==> src/rtl/fifo_entrada_if.sv <==
// ============================================================================
// Module   : fifo_entrada_if
// Brief    : Write/read handshake, data and status bundle of fifo_entrada.
// Revision : 1.0 - initial release
// ============================================================================
`default_nettype none

interface fifo_entrada_if #(
  parameter int DATA_WIDTH = 2,
  parameter int ADDR_WIDTH = 3
);
  logic [DATA_WIDTH-1:0] data_in;
  logic                  push;
  logic                  pop;
  logic [DATA_WIDTH-1:0] data_out;
  logic                  valid_out;
  logic                  full;
  logic                  empty;
  logic                  almost_full;
  logic                  almost_empty;
  logic                  error;
  logic [ADDR_WIDTH:0]   count;

  modport master (
    output data_in, push, pop,
    input  data_out, valid_out, full, empty, almost_full, almost_empty, error, count
  );

  modport slave (
    input  data_in, push, pop,
    output data_out, valid_out, full, empty, almost_full, almost_empty, error, count
  );
endinterface

`default_nettype wire

==> src/rtl/fifo_entrada.sv <==
// ============================================================================
// Module   : fifo_entrada
// Brief    : Synchronous FIFO with registered read port feeding one 2:1 mux input.
// Revision : 1.0 - initial release
// ============================================================================
`default_nettype none

module fifo_entrada #(
  parameter int DATA_WIDTH = 2,
  parameter int ADDR_WIDTH = 3,
  parameter int AF_THRESH  = 6,
  parameter int AE_THRESH  = 1
) (
  input  wire logic      clk,
  input  wire logic      reset_L,
  fifo_entrada_if.slave  bus
);

  localparam int                  DEPTH    = 1 << ADDR_WIDTH;
  localparam logic [ADDR_WIDTH:0] FULL_LVL = DEPTH[ADDR_WIDTH:0];
  localparam logic [ADDR_WIDTH:0] AF_LVL   = AF_THRESH[ADDR_WIDTH:0];
  localparam logic [ADDR_WIDTH:0] AE_LVL   = AE_THRESH[ADDR_WIDTH:0];
  localparam logic [ADDR_WIDTH:0] CNT_ONE  = 1;
  localparam logic [ADDR_WIDTH-1:0] PTR_ONE = 1;

  logic [DATA_WIDTH-1:0] mem [DEPTH];
  logic [ADDR_WIDTH-1:0] wr_ptr;
  logic [ADDR_WIDTH-1:0] rd_ptr;
  logic [ADDR_WIDTH:0]   count;
  logic [DATA_WIDTH-1:0] data_out;
  logic                  valid_out;
  logic                  error;

  logic full;
  logic empty;
  logic pop_ok;
  logic push_ok;
  logic overflow;
  logic underflow;

  assign full  = (count == FULL_LVL);
  assign empty = (count == '0);

  // A push into a full FIFO is still accepted when a pop frees a slot this cycle.
  assign pop_ok    = bus.pop & ~empty;
  assign push_ok   = reset_L & bus.push & (~full | pop_ok);
  assign overflow  = bus.push & full & ~pop_ok;
  assign underflow = bus.pop & empty;

  // Storage has no reset so it maps onto plain RAM.
  always_ff @(posedge clk) begin
    if (push_ok) begin
      mem[wr_ptr] <= bus.data_in;
    end
  end

  always_ff @(posedge clk or negedge reset_L) begin
    if (!reset_L) begin
      wr_ptr    <= '0;
      rd_ptr    <= '0;
      count     <= '0;
      data_out  <= '0;
      valid_out <= 1'b0;
      error     <= 1'b0;
    end else begin
      if (push_ok) begin
        wr_ptr <= wr_ptr + PTR_ONE;
      end

      // Output is zeroed on idle cycles so the mux never sees stale data.
      if (pop_ok) begin
        rd_ptr    <= rd_ptr + PTR_ONE;
        data_out  <= mem[rd_ptr];
        valid_out <= 1'b1;
      end else begin
        data_out  <= '0;
        valid_out <= 1'b0;
      end

      case ({push_ok, pop_ok})
        2'b10:   count <= count + CNT_ONE;
        2'b01:   count <= count - CNT_ONE;
        default: count <= count;
      endcase

      if (overflow | underflow) begin
        error <= 1'b1;
      end
    end
  end

  assign bus.data_out     = data_out;
  assign bus.valid_out    = valid_out;
  assign bus.count        = count;
  assign bus.error        = error;
  assign bus.full         = full;
  assign bus.empty        = empty;
  assign bus.almost_full  = (count >= AF_LVL);
  assign bus.almost_empty = (count <= AE_LVL);

endmodule

`default_nettype wire

==> src/flat_wrapper.sv <==
// flat-port wrapper written by rule: the top's interface ports become plain ports
module fifo_entrada_flat 
#(
  parameter int DATA_WIDTH = 2,
  parameter int ADDR_WIDTH = 3,
  parameter int AF_THRESH  = 6,
  parameter int AE_THRESH  = 1
)
  (clk, reset_L, bus_data_in, bus_push, bus_pop, bus_data_out, bus_valid_out, bus_full, bus_empty, bus_almost_full, bus_almost_empty, bus_error, bus_count);
  fifo_entrada_if #(.DATA_WIDTH(DATA_WIDTH), .ADDR_WIDTH(ADDR_WIDTH)) bus_i ();
  input  wire logic clk;
  input  wire logic reset_L;
  input wire logic [$bits(bus_i.data_in)-1:0] bus_data_in;
  input wire logic [$bits(bus_i.push)-1:0] bus_push;
  input wire logic [$bits(bus_i.pop)-1:0] bus_pop;
  output wire logic [$bits(bus_i.data_out)-1:0] bus_data_out;
  output wire logic [$bits(bus_i.valid_out)-1:0] bus_valid_out;
  output wire logic [$bits(bus_i.full)-1:0] bus_full;
  output wire logic [$bits(bus_i.empty)-1:0] bus_empty;
  output wire logic [$bits(bus_i.almost_full)-1:0] bus_almost_full;
  output wire logic [$bits(bus_i.almost_empty)-1:0] bus_almost_empty;
  output wire logic [$bits(bus_i.error)-1:0] bus_error;
  output wire logic [$bits(bus_i.count)-1:0] bus_count;
  assign bus_i.data_in = bus_data_in;
  assign bus_i.push = bus_push;
  assign bus_i.pop = bus_pop;
  assign bus_data_out = bus_i.data_out;
  assign bus_valid_out = bus_i.valid_out;
  assign bus_full = bus_i.full;
  assign bus_empty = bus_i.empty;
  assign bus_almost_full = bus_i.almost_full;
  assign bus_almost_empty = bus_i.almost_empty;
  assign bus_error = bus_i.error;
  assign bus_count = bus_i.count;
  fifo_entrada #(.DATA_WIDTH(DATA_WIDTH), .ADDR_WIDTH(ADDR_WIDTH), .AF_THRESH(AF_THRESH), .AE_THRESH(AE_THRESH)) u_core (.clk(clk), .reset_L(reset_L), .bus(bus_i));
endmodule
==> config.mk <==
export PLATFORM = sky130hd
export DESIGN_NAME = fifo_entrada_flat
export DESIGN_NICKNAME = d
export VERILOG_FILES = /design/src/rtl/fifo_entrada_if.sv /design/src/rtl/fifo_entrada.sv /design/src/flat_wrapper.sv
export SDC_FILE = /design/constraint.sdc
export NUM_CORES = 1
export LEC_CHECK = 0
export ABC_AREA = 0
export CAP_MARGIN = 5
export CORE_ASPECT_RATIO = 0.5
export CORE_MARGIN = 1.5
export CORE_UTILIZATION = 35
export CTS_CLUSTER_SIZE = 40
export DETAILED_ROUTE_END_ITERATION = 16
export GPL_TIMING_DRIVEN = 1
export PLACE_DENSITY = 0.64
export SYNTH_ARGS = -nofsm -noshare
export SYNTH_HDL_FRONTEND = slang
export SYNTH_SLANG_ARGS = --single-unit
==> constraint.sdc <==
create_clock -name clk -period 1.8 [get_ports clk]
set_input_delay 0.45 -clock clk [delete_from_list [all_inputs] [get_ports clk]]
set_output_delay 0.45 -clock clk [all_outputs]
set_load 0.02 [all_outputs]
== Word-level counts from Yosys, hierarchy flattened ==
Memory sizes are Yosys's and may differ from the RTL's.
Cells that the tools add are included.

* Register bits after elaboration: 14
* Latch bits: 0
* Memory bits (writable): 16
* Memory bits (read-only): 0
* Input port bits: 6
* Output and inout bits: 12
* Word-level logic and storage cells: 34
* Memories: 1

* Add/sub/neg operators: 4
* $mul: 0
* Div/mod/pow operators: 0
* Order comparisons: 2
* Equality and inequality tests: 3
* Shifts and indexed selects: 0
* Mux-type cells: 5
* Bitwise logic cells: 11
* Reductions and logical operators: 2

{| class="wikitable"
|+ Memory list
! memory !! depth !! bits a word !! rd ports !! clocked after memory_dff !! wr ports !! RTL line !! RTL
|-
| u_core.mem || 8 || 2 || 1 || 0 || 1 || fifo_entrada.sv:26 || <nowiki>logic [DATA_WIDTH-1:0] mem [DEPTH];</nowiki>
|}

{| class="wikitable"
|+ Operators with widths
! operator !! count
|-
| one-hot mux 4 bit (2 select lines) || 1
|-
| adder 3 x 1 -> 3 bit (second input constant) || 2
|-
| bitwise AND 1 bit || 6
|-
| adder 4 x 1 -> 4 bit (second input constant) || 1
|-
| equality test 4 bit (second input constant) || 1
|-
| >= comparator 4 x 3 -> 1 bit (second input constant) || 1
|-
| less-or-equal comparator 4 x 1 -> 1 bit (second input constant) || 1
|-
| zero test 4 bit || 1
|-
| subtractor 4 x 1 -> 4 bit (second input constant) || 1
|-
| 2-to-1 mux 1 bit || 3
|-
| inverter 1 bit || 3
|-
| equality test 2 x 1 -> 1 bit (second input constant) || 1
|-
| equality test 2 bit (second input constant) || 1
|-
| 2-to-1 mux 2 bit || 1
|-
| OR 1 bit || 2
|-
| nonzero test 2 bit || 1
|}

== Logic depth before layout (Yosys ltp) ==
Gate-level depths: netlist of run 1.

* Depth in word-level cells: 7
* Mapped depth: 7
* Gate-level depth less buffers: 7

== Worst setup path after synthesis of run 1 ==
Ideal clock, no wire load.

* Path kind: flip-flop to output port
* Start: reg u_core.count[1], in the netlist u_core.bus.count[1]
* End: out bus_almost_empty
* Data arrival time: 1,462 ps
* Data required time: 1,350 ps
* Path slack: -112 ps
* Cell stages (with the launch flop): 5
* Path buffers: 0
* Cell sequence: dfrtp_1 inv_1 ha_1 nor2_1 nor3_1

* Word-level cells in the longest chain between the ends: 1

{| class="wikitable"
|+ Ends and longest elaborated chain
! element !! RTL line !! RTL
|-
| start: declaration || fifo_entrada.sv:29 || <nowiki>logic [ADDR_WIDTH:0] count;</nowiki>
|-
| start signal: assignment || fifo_entrada.sv:81 || <nowiki>2'b10: count <= count + CNT_ONE;</nowiki>
|-
| start signal: assignment || fifo_entrada.sv:82 || <nowiki>2'b01: count <= count - CNT_ONE;</nowiki>
|-
| start signal: assignment || fifo_entrada.sv:83 || <nowiki>default: count <= count;</nowiki>
|-
| less-or-equal comparator 4 x 1 -> 1 bit || fifo_entrada.sv:99 || <nowiki>assign bus.almost_empty = (count <= AE_LVL);</nowiki>
|-
| end: declaration || flat_wrapper.sv:21 || <nowiki>output wire logic [$bits(bus_i.almost_empty)-1:0] bus_almost_empty;</nowiki>
|}

Every way passes these cells.

== Worst setup path in the final report of run 1 ==
Same ends and word-level chain as after synthesis.

==> impl_metrics.csv, run 1 <==
group,metric,value,unit
placed_design,globalplace.congestion,0.858,
final_layout,syn2layout_area_growth,40.2,%
clocking,hold_buffers,0,
pwr,power_switching,1.11,mW
setup_path,worstPathCellList,"inv_2 -> buf_6 -> ha_4 -> nor2_2 -> nor3_2 -> buf_4",
floorplan,ios,18,
clocking,cts_root_buf,"clkbuf_8",
clocking,cts_buffers,5,
setup_path,worst-path-max-fanout,2,
setup_path,critPathKind,"reg -> out",
global_route,grt_pass1_wl,3960,µm
sta,slew_headroom,0.759,
floorplan,start_util,0.362,
route,vias,917,
route,detail_route.wl_per_cell,12.4,µm
synth,yosysSeqAreaShare,0.590,
final_layout,drive_gt1_frac,0.407,
job,cap_violations,0,
floorplan,die_area,4430,µm²
final_layout,diodes,0,
pwr,p_int,2.00,mW
sta,tns,0,ns
pwr,netSwitchingFraction,0.357,
synth,ys_types,30,
global_route,grt_pass1_vias,919,
setup_path,rr_worst_depth,4,
sta,finalHoldViolations,0,
sta,setup_violations,0,
synth,syn_nets,116,
clocking,cts.sinks,30,
sta,fin_worst_skew,0.00680,ns
clocking,insertion_delay,0.28,ns
worst_hold_path,hold_start,"u_core.bus.error$_DFFE_PN0P_",
clocking,cts_htree_levels,2,
floorplan,die_h,47.8,µm
setup_path,r2r_end,"u_core.mem[3][1]$_DFFE_PP_",
global_route,grt_max_degree,15,
setup_path,path_buf_inv,3,
placed_design,port_buffers,17,
route,totalWireLength,2520,µm
synth,synth_ff_type,"edfxtp_1",
worst_hold_path,hold_path.class,"reg -> reg",
sta,rsz0062_at_grt,"true",
pwr,power.density,1580,nW/µm²
final_layout,n_fill_cell,353,
clocking,cts_tree,"built",
worst_hold_path,worstHoldPathCells,1,
synth,yosysWarnings,0,
setup_path,rrSetupSlack,0.05,ns
floorplan,rows,16,
clocking,clk_path_buf_depth,2,
floorplan,core_area,3880,µm²
route,vias_per_cell,4.50,
pwr,finalPower,3.12,mW
placed_design,dp_hpwl,1800,µm
worst_hold_path,min_to,"u_core.bus.error$_DFFE_PN0P_",
synth,syn-instance-count,104,
route,drt-initial-drc-count,26,
route,drc,0,
final_layout,fin_cells,204,
floorplan,die_width,92.7,µm
sta,slew_violations,0,
setup_path,endpoint_kind,"output port",
outcome,outcome,"finished, final reports clean",
synth,synth_edf_count,16,
final_layout,nets,161,
synth,async_reset_ff_frac,0.467,
pwr,p_comb_frac,0.463,
pwr,peakVddDrop,0.791,mV
placed_design,dpl_worst_slack,-0.239,ns
setup_path,slowest_stage,"dfrtp_2",
setup_path,r2r-start,"u_core.bus.count[3]$_DFFE_PN0P_",
setup_path,arrival,1.31,ns
sta,layout_min_cycle_time,1.76,ns
placed_design,dp_cells,193,
global_route,grtUsageTotal,0.128,
setup_path,cp_slowest_stage_delay,0.42,ns
setup_path,worstSetupStartpointType,"flip-flop",
sta,finalCritPeriodShare,0.978,
clocking,path_clk_slew,0.07,ns
pwr,power_leakage,0.772,nW
global_route,antenna_found_initial,0,
sta,max_freq,0.568,GHz
sta,setup_ws,0.0395,ns
route,firstDrtPassIters,4,
setup_path,path_delay_family,"flip-flops",
pwr,p_seq_frac,0.360,
pwr,p_clk_frac,0.176,
synth,syn_area,1410,µm²
synth,syn_avg_cell_area,13.5,µm²
sta,worstMarginPinSlew,0.359,ns
setup_path,worstPathRequired,1.35,ns
synth,synth_seq_cells,30,
route,ant_nets,0,
global_route,overflow,0,
==> cell usage after synthesis, types with 2 or more instances <==
| master | n | area (µm²) |
|---|---|---|
| mux2i_1 | 2 | 20.0 |
| ha_1 | 6 | 75.1 |
| mux4_2 | 4 | 90.1 |
| nor2b_1 | 2 | 12.5 |
| edfxtp_1 | 16 | 480 |
| xnor2_1 | 7 | 61.3 |
| nor3_1 | 5 | 25.0 |
| buf_2 | 2 | 10.0 |
| nand2_1 | 11 | 41.3 |
| nand2b_1 | 5 | 31.3 |
| nor2_1 | 9 | 33.8 |
| inv_1 | 4 | 15.0 |
| dfrtp_1 | 14 | 350 |
==> stage by stage <==
stage                     utilization  cell area, µm²  hold WS [ns]
after floorplan                     -            1420         0.154
after global placement          0.462            1790         0.464
after detailed placement        0.462            1790         0.470
after CTS                       0.484            1880         0.493
after global routing            0.508            1970         0.510
final                           0.508            1970         0.486
==> power groups by stage <==
stage | clock network, mW | logic, mW | registers, mW
after floorplan | 0 | 0.680 | 1.18
after global placement | 0 | 1.28 | 1.12
after detailed placement | 0 | 1.30 | 1.12
after CTS | 0.573 | 1.28 | 1.12
after global routing | 0.597 | 1.58 | 1.16
final | 0.549 | 1.44 | 1.12
==> routing by layer <==
layer  routed length [µm]  part of all wire  track usage
met5                    0                 0            0
met4                   27             0.011       0.0636
met3                   95             0.038       0.0571
met2                 1260              0.50        0.215
met1                 1150              0.45        0.146
==> how the worst max path moves through the flow <==
| stage | endpoint | slack (ns) | cells past startpoint | from |
|---|---|---|---|---|
| after detailed placement | bus_full | -0.24 | 4 | u_core.bus.count[0]$_DFFE_PN0P_ |
| after floorplan | u_core.bus.count[2]$_DFFE_PN0P_ | 0.02 | 6 | u_core.bus.count[0]$_DFFE_PN0P_ |
| after global routing | bus_almost_empty | -0.02 | 6 | u_core.bus.count[1]$_DFFE_PN0P_ |
| after CTS | bus_almost_full | -0.03 | 6 | u_core.bus.count[0]$_DFFE_PN0P_ |
| after global placement | bus_almost_empty | -0.21 | 5 | u_core.bus.count[0]$_DFFE_PN0P_ |
| final | bus_almost_empty | 0.04 | 6 | u_core.bus.count[1]$_DFFE_PN0P_ |
==> cell families after synthesis <==
group                    Yosys count  share of synthesized area
AND/OR/NAND/NOR                   36                      0.126
buffers and inverters              7                     0.0204
adder cells (fa/ha/maj)            6                     0.0533
AO/OA/AOI/OAI                     12                     0.0880
XOR/XNOR                           7                     0.0436
flip-flops                        30                      0.590
multiplexers                       6                     0.0782
==> sequential cells by signal, summed over array words and instances (netlist names) <==
| register | cells |
|---|---|
| u_core.bus.valid_out | 1 |
| u_core.bus.data_out | 2 |
| u_core.bus.error | 1 |
| u_core.bus.count | 4 |
| u_core.rd_ptr | 3 |
| u_core.mem | 16 |
| u_core.wr_ptr | 3 |
==> final cells by class <==
type	instances	area [µm²]	share of cell area
clock buffer	6	82.6	0.0419
clock inverter	2	12.5	0.00634
inverter	5	18.8	0.00951
multi-input combinational	67	607	0.308
sequential	30	835	0.423
tap	54	67.6	0.0342
timing repair buffer	40	350	0.178
==> what timing repair did <==
| item | in CTS | in global routing |
|---|---|---|
| pin swaps | 0 | 4 |
| setup buffers | 0 | 3 |
| resized for setup | 26 | 19 |
| endpoints found under the hold margin | 0 | 0 |
| setup endpoints to repair | 10 | 6 |
==> cell usage in the layout, fill, tap and decap left out, types with 4 or more instances in the layout <==
cell,synthesis,routed
dfrtp_1,14,11
buf_6,0,6
nor2_1,9,7
dlygate4sd2_1,0,4
xnor2_1,7,7
clkbuf_8,0,6
nand2b_1,5,5
edfxtp_1,16,16
mux4_2,4,4
nor3_1,5,4
nand2_1,11,11
clkdlybuf4s50_1,0,9
buf_4,0,21
No activity file was read; power rests on OpenSTA's default activity.
==> inputs of run 2 (changes only) <==
Settings changed: MAX_ROUTING_LAYER from default to met4, TNS_END_PERCENT from default to 1.
==> run 2 against run 1 <==
Against the previous run:
- the flow now finishes with violations (negative setup slack)
- total power is 4.6% lower
- sequential share of layout area up 1.8 points
- critical path type unchanged
- via count is 1.7% higher
- largest power group unchanged
- critical endpoint is now bus_almost_full
- die area unchanged
- design area decreased by 4.5%
==> impl_metrics.csv, run 2 (same netlist as run 1, synthesis figures left out) <==
group,metric,value,unit
placed_design,dp_cells,193,
sta,slew_headroom,0.781,
placed_design,globalplace.congestion,0.798,
sta,slew_violations,0,
sta,setup_ws,-0.00733,ns
final_layout,nets,158,
setup_path,rrSetupSlack,0.15,ns
route,vias,933,
clocking,cts_tree,"built",
floorplan,die_width,92.7,µm
pwr,power_leakage,0.751,nW
global_route,grt_pass1_vias,917,
global_route,overflow,0,
sta,fin_worst_skew,0.00496,ns
route,drt-initial-drc-count,47,
outcome,violations,"negative setup slack",
global_route,grt_max_degree,15,
clocking,cts_buffers,5,
job,cap_violations,0,
outcome,outcome,"complete, but fails checks",
pwr,netSwitchingFraction,0.360,
final_layout,final_common_cell,"buf_4",
setup_path,arrival,1.36,ns
pwr,p_seq_frac,0.368,
clocking,cts_htree_levels,2,
sta,layout_min_cycle_time,1.81,ns
global_route,grtUsageTotal,0.140,
global_route,grt_pass1_wl,4310,µm
final_layout,syn2layout_area_growth,33.9,%
clocking,cts_setup_buffers,0,
route,ant_nets,0,
final_layout,largest_register_ffs,16,
pwr,power.density,1580,nW/µm²
clocking,cts.sinks,30,
pwr,peakVddDrop,0.700,mV
route,detail_route.wl_per_cell,12.8,µm
clocking,path_clk_slew,0.07,ns
final_layout,reg.largest.list,"u_core.mem: 16 flops, u_core.bus.count: 4 flops",
sta,setup_violations,1,
worst_hold_path,hold_path.class,"reg -> reg",
global_route,antenna_found_initial,0,
final_layout,top_register,"u_core.mem",
final_layout,final_cell_mix,"22 x buf_4, 16 x edfxtp_1, 14 x dfrtp_1",
floorplan,rows,16,
final_layout,multi_input_area,572,µm²
final_layout,n_fill_cell,366,
setup_path,r2r_end,"u_core.mem[1][1]$_DFFE_PP_",
sta,worstMarginPinSlew,0.328,ns
pwr,p_int,1.90,mW
setup_path,worstSetupStartpointType,"flip-flop",
sta,rsz0062_at_grt,"true",
clocking,cts_root_buf,"clkbuf_8",
setup_path,rr_worst_depth,5,
setup_path,worst-path-max-fanout,2,
placed_design,port_buffers,17,
floorplan,start_util,0.362,
setup_path,critPathKind,"reg -> out",
setup_path,r2r-start,"u_core.bus.count[3]$_DFFE_PN0P_",
sta,max_freq,0.553,GHz
floorplan,ios,18,
setup_path,cp-startpoint,"u_core.bus.count[0]$_DFFE_PN0P_",
clocking,clk_path_buf_depth,2,
sta,hold_ws,0.496,ns
final_layout,seqCellArea,831,µm²
floorplan,die_area,4430,µm²
worst_hold_path,worstHoldPathCells,1,
route,vias_per_cell,4.64,
pwr,finalPower,2.97,mW
pwr,p_clk_frac,0.188,
route,firstDrtPassIters,4,
final_layout,drive_gt1_frac,0.340,
pwr,power_switching,1.07,mW
final_layout,fin_cells,201,
route,totalWireLength,2580,µm
route,drc,0,
final_layout,final_core_util,0.485,
final_layout,diodes,0,
clocking,hold_buffers,0,
clocking,insertion_delay,0.28,ns
pwr,p_comb_frac,0.443,
setup_path,worstPathRequired,1.35,ns
sta,finalCritPeriodShare,1.00,
placed_design,dpl_worst_slack,-0.305,ns
floorplan,die_h,47.8,µm
sta,finalHoldViolations,0,
setup_path,endpoint_kind,"output port",
floorplan,core_area,3880,µm²
setup_path,critical_path.endpoint,"bus_almost_full",
placed_design,dp_hpwl,1970,µm
[run 2: cell count changes in the layout (fill, tap and decap cells not counted), sizes merged]
| cell | before | now |
|---|---|---|
| buf | 27 | 24 |
[run 2: worst max-delay path, cell delays in order, from the launching register on]
cell and delay (ns):
dfrtp_1 0.36, inv_2 0.06, buf_4 0.13, ha_1 0.18, o21ai_1 0.13, nand2b_1 0.07, buf_2 0.16
[run 2: power by group through the flow]
stage          combinational [mW]  sequential, mW  clock (mW)
5_1_grt                      1.45            1.12       0.612
3_5_place_dp                 1.35            1.11           0
6_report                     1.32            1.09       0.559
4_1_cts                      1.34            1.10       0.581
3_3_place_gp                 1.33            1.10           0
2_1_floorplan               0.680            1.17           0
[run 2: how the worst min path moves through the flow]
stage | start | endpoint | slack [ns]
after floorplan | reset_L | u_core.bus.count[0]$_DFFE_PN0P_ | 0.15
after global placement | u_core.bus.error$_DFFE_PN0P_ | u_core.bus.error$_DFFE_PN0P_ | 0.47
after detailed placement | u_core.bus.error$_DFFE_PN0P_ | u_core.bus.error$_DFFE_PN0P_ | 0.47
after CTS | u_core.bus.error$_DFFE_PN0P_ | u_core.bus.error$_DFFE_PN0P_ | 0.49
after global routing | u_core.bus.error$_DFFE_PN0P_ | u_core.bus.error$_DFFE_PN0P_ | 0.51
final | u_core.bus.error$_DFFE_PN0P_ | u_core.bus.error$_DFFE_PN0P_ | 0.50
[run 2: stage by stage]
| step | instance area, µm² | setup TNS, ns |
|---|---|---|
| after floorplan | 1410 | -0.527 |
| after global placement | 1790 | -2.35 |
| after detailed placement | 1790 | -2.82 |
| after CTS | 1880 | -0.100 |
| after global routing | 1880 | -0.148 |
| final | 1880 | -0.00733 |
[run 2: layer usage]
layer	wire length, µm	up-vias	share of wire	global-route usage
met2	1230	13	0.48	0.234
met3	82	2	0.032	0.0381
li1	-	455	-	-
met5	0	-	0	-
met1	1260	463	0.49	0.169
met4	10	0	0.0039	0.0545
[run 2: what timing repair did]
action,CTS,global route
resized for setup,25,4
setup endpoints to repair,10,6
pin swaps,2,0
[run 2: final cells by class]
class | count | area share
clock buffers | 6 | 0.0438
flip-flops and latches | 30 | 0.441
clock inverters | 2 | 0.00664
well taps | 54 | 0.0359
inverters | 5 | 0.00996
repair buffers | 37 | 0.159
multi-input cells | 67 | 0.303
==> inputs of run 3 (changes only) <==
Settings changed: SLEW_MARGIN from default to 25.
==> results of run 3 <==
No change in the layout: final DEF, timing and power equal those of run 2.
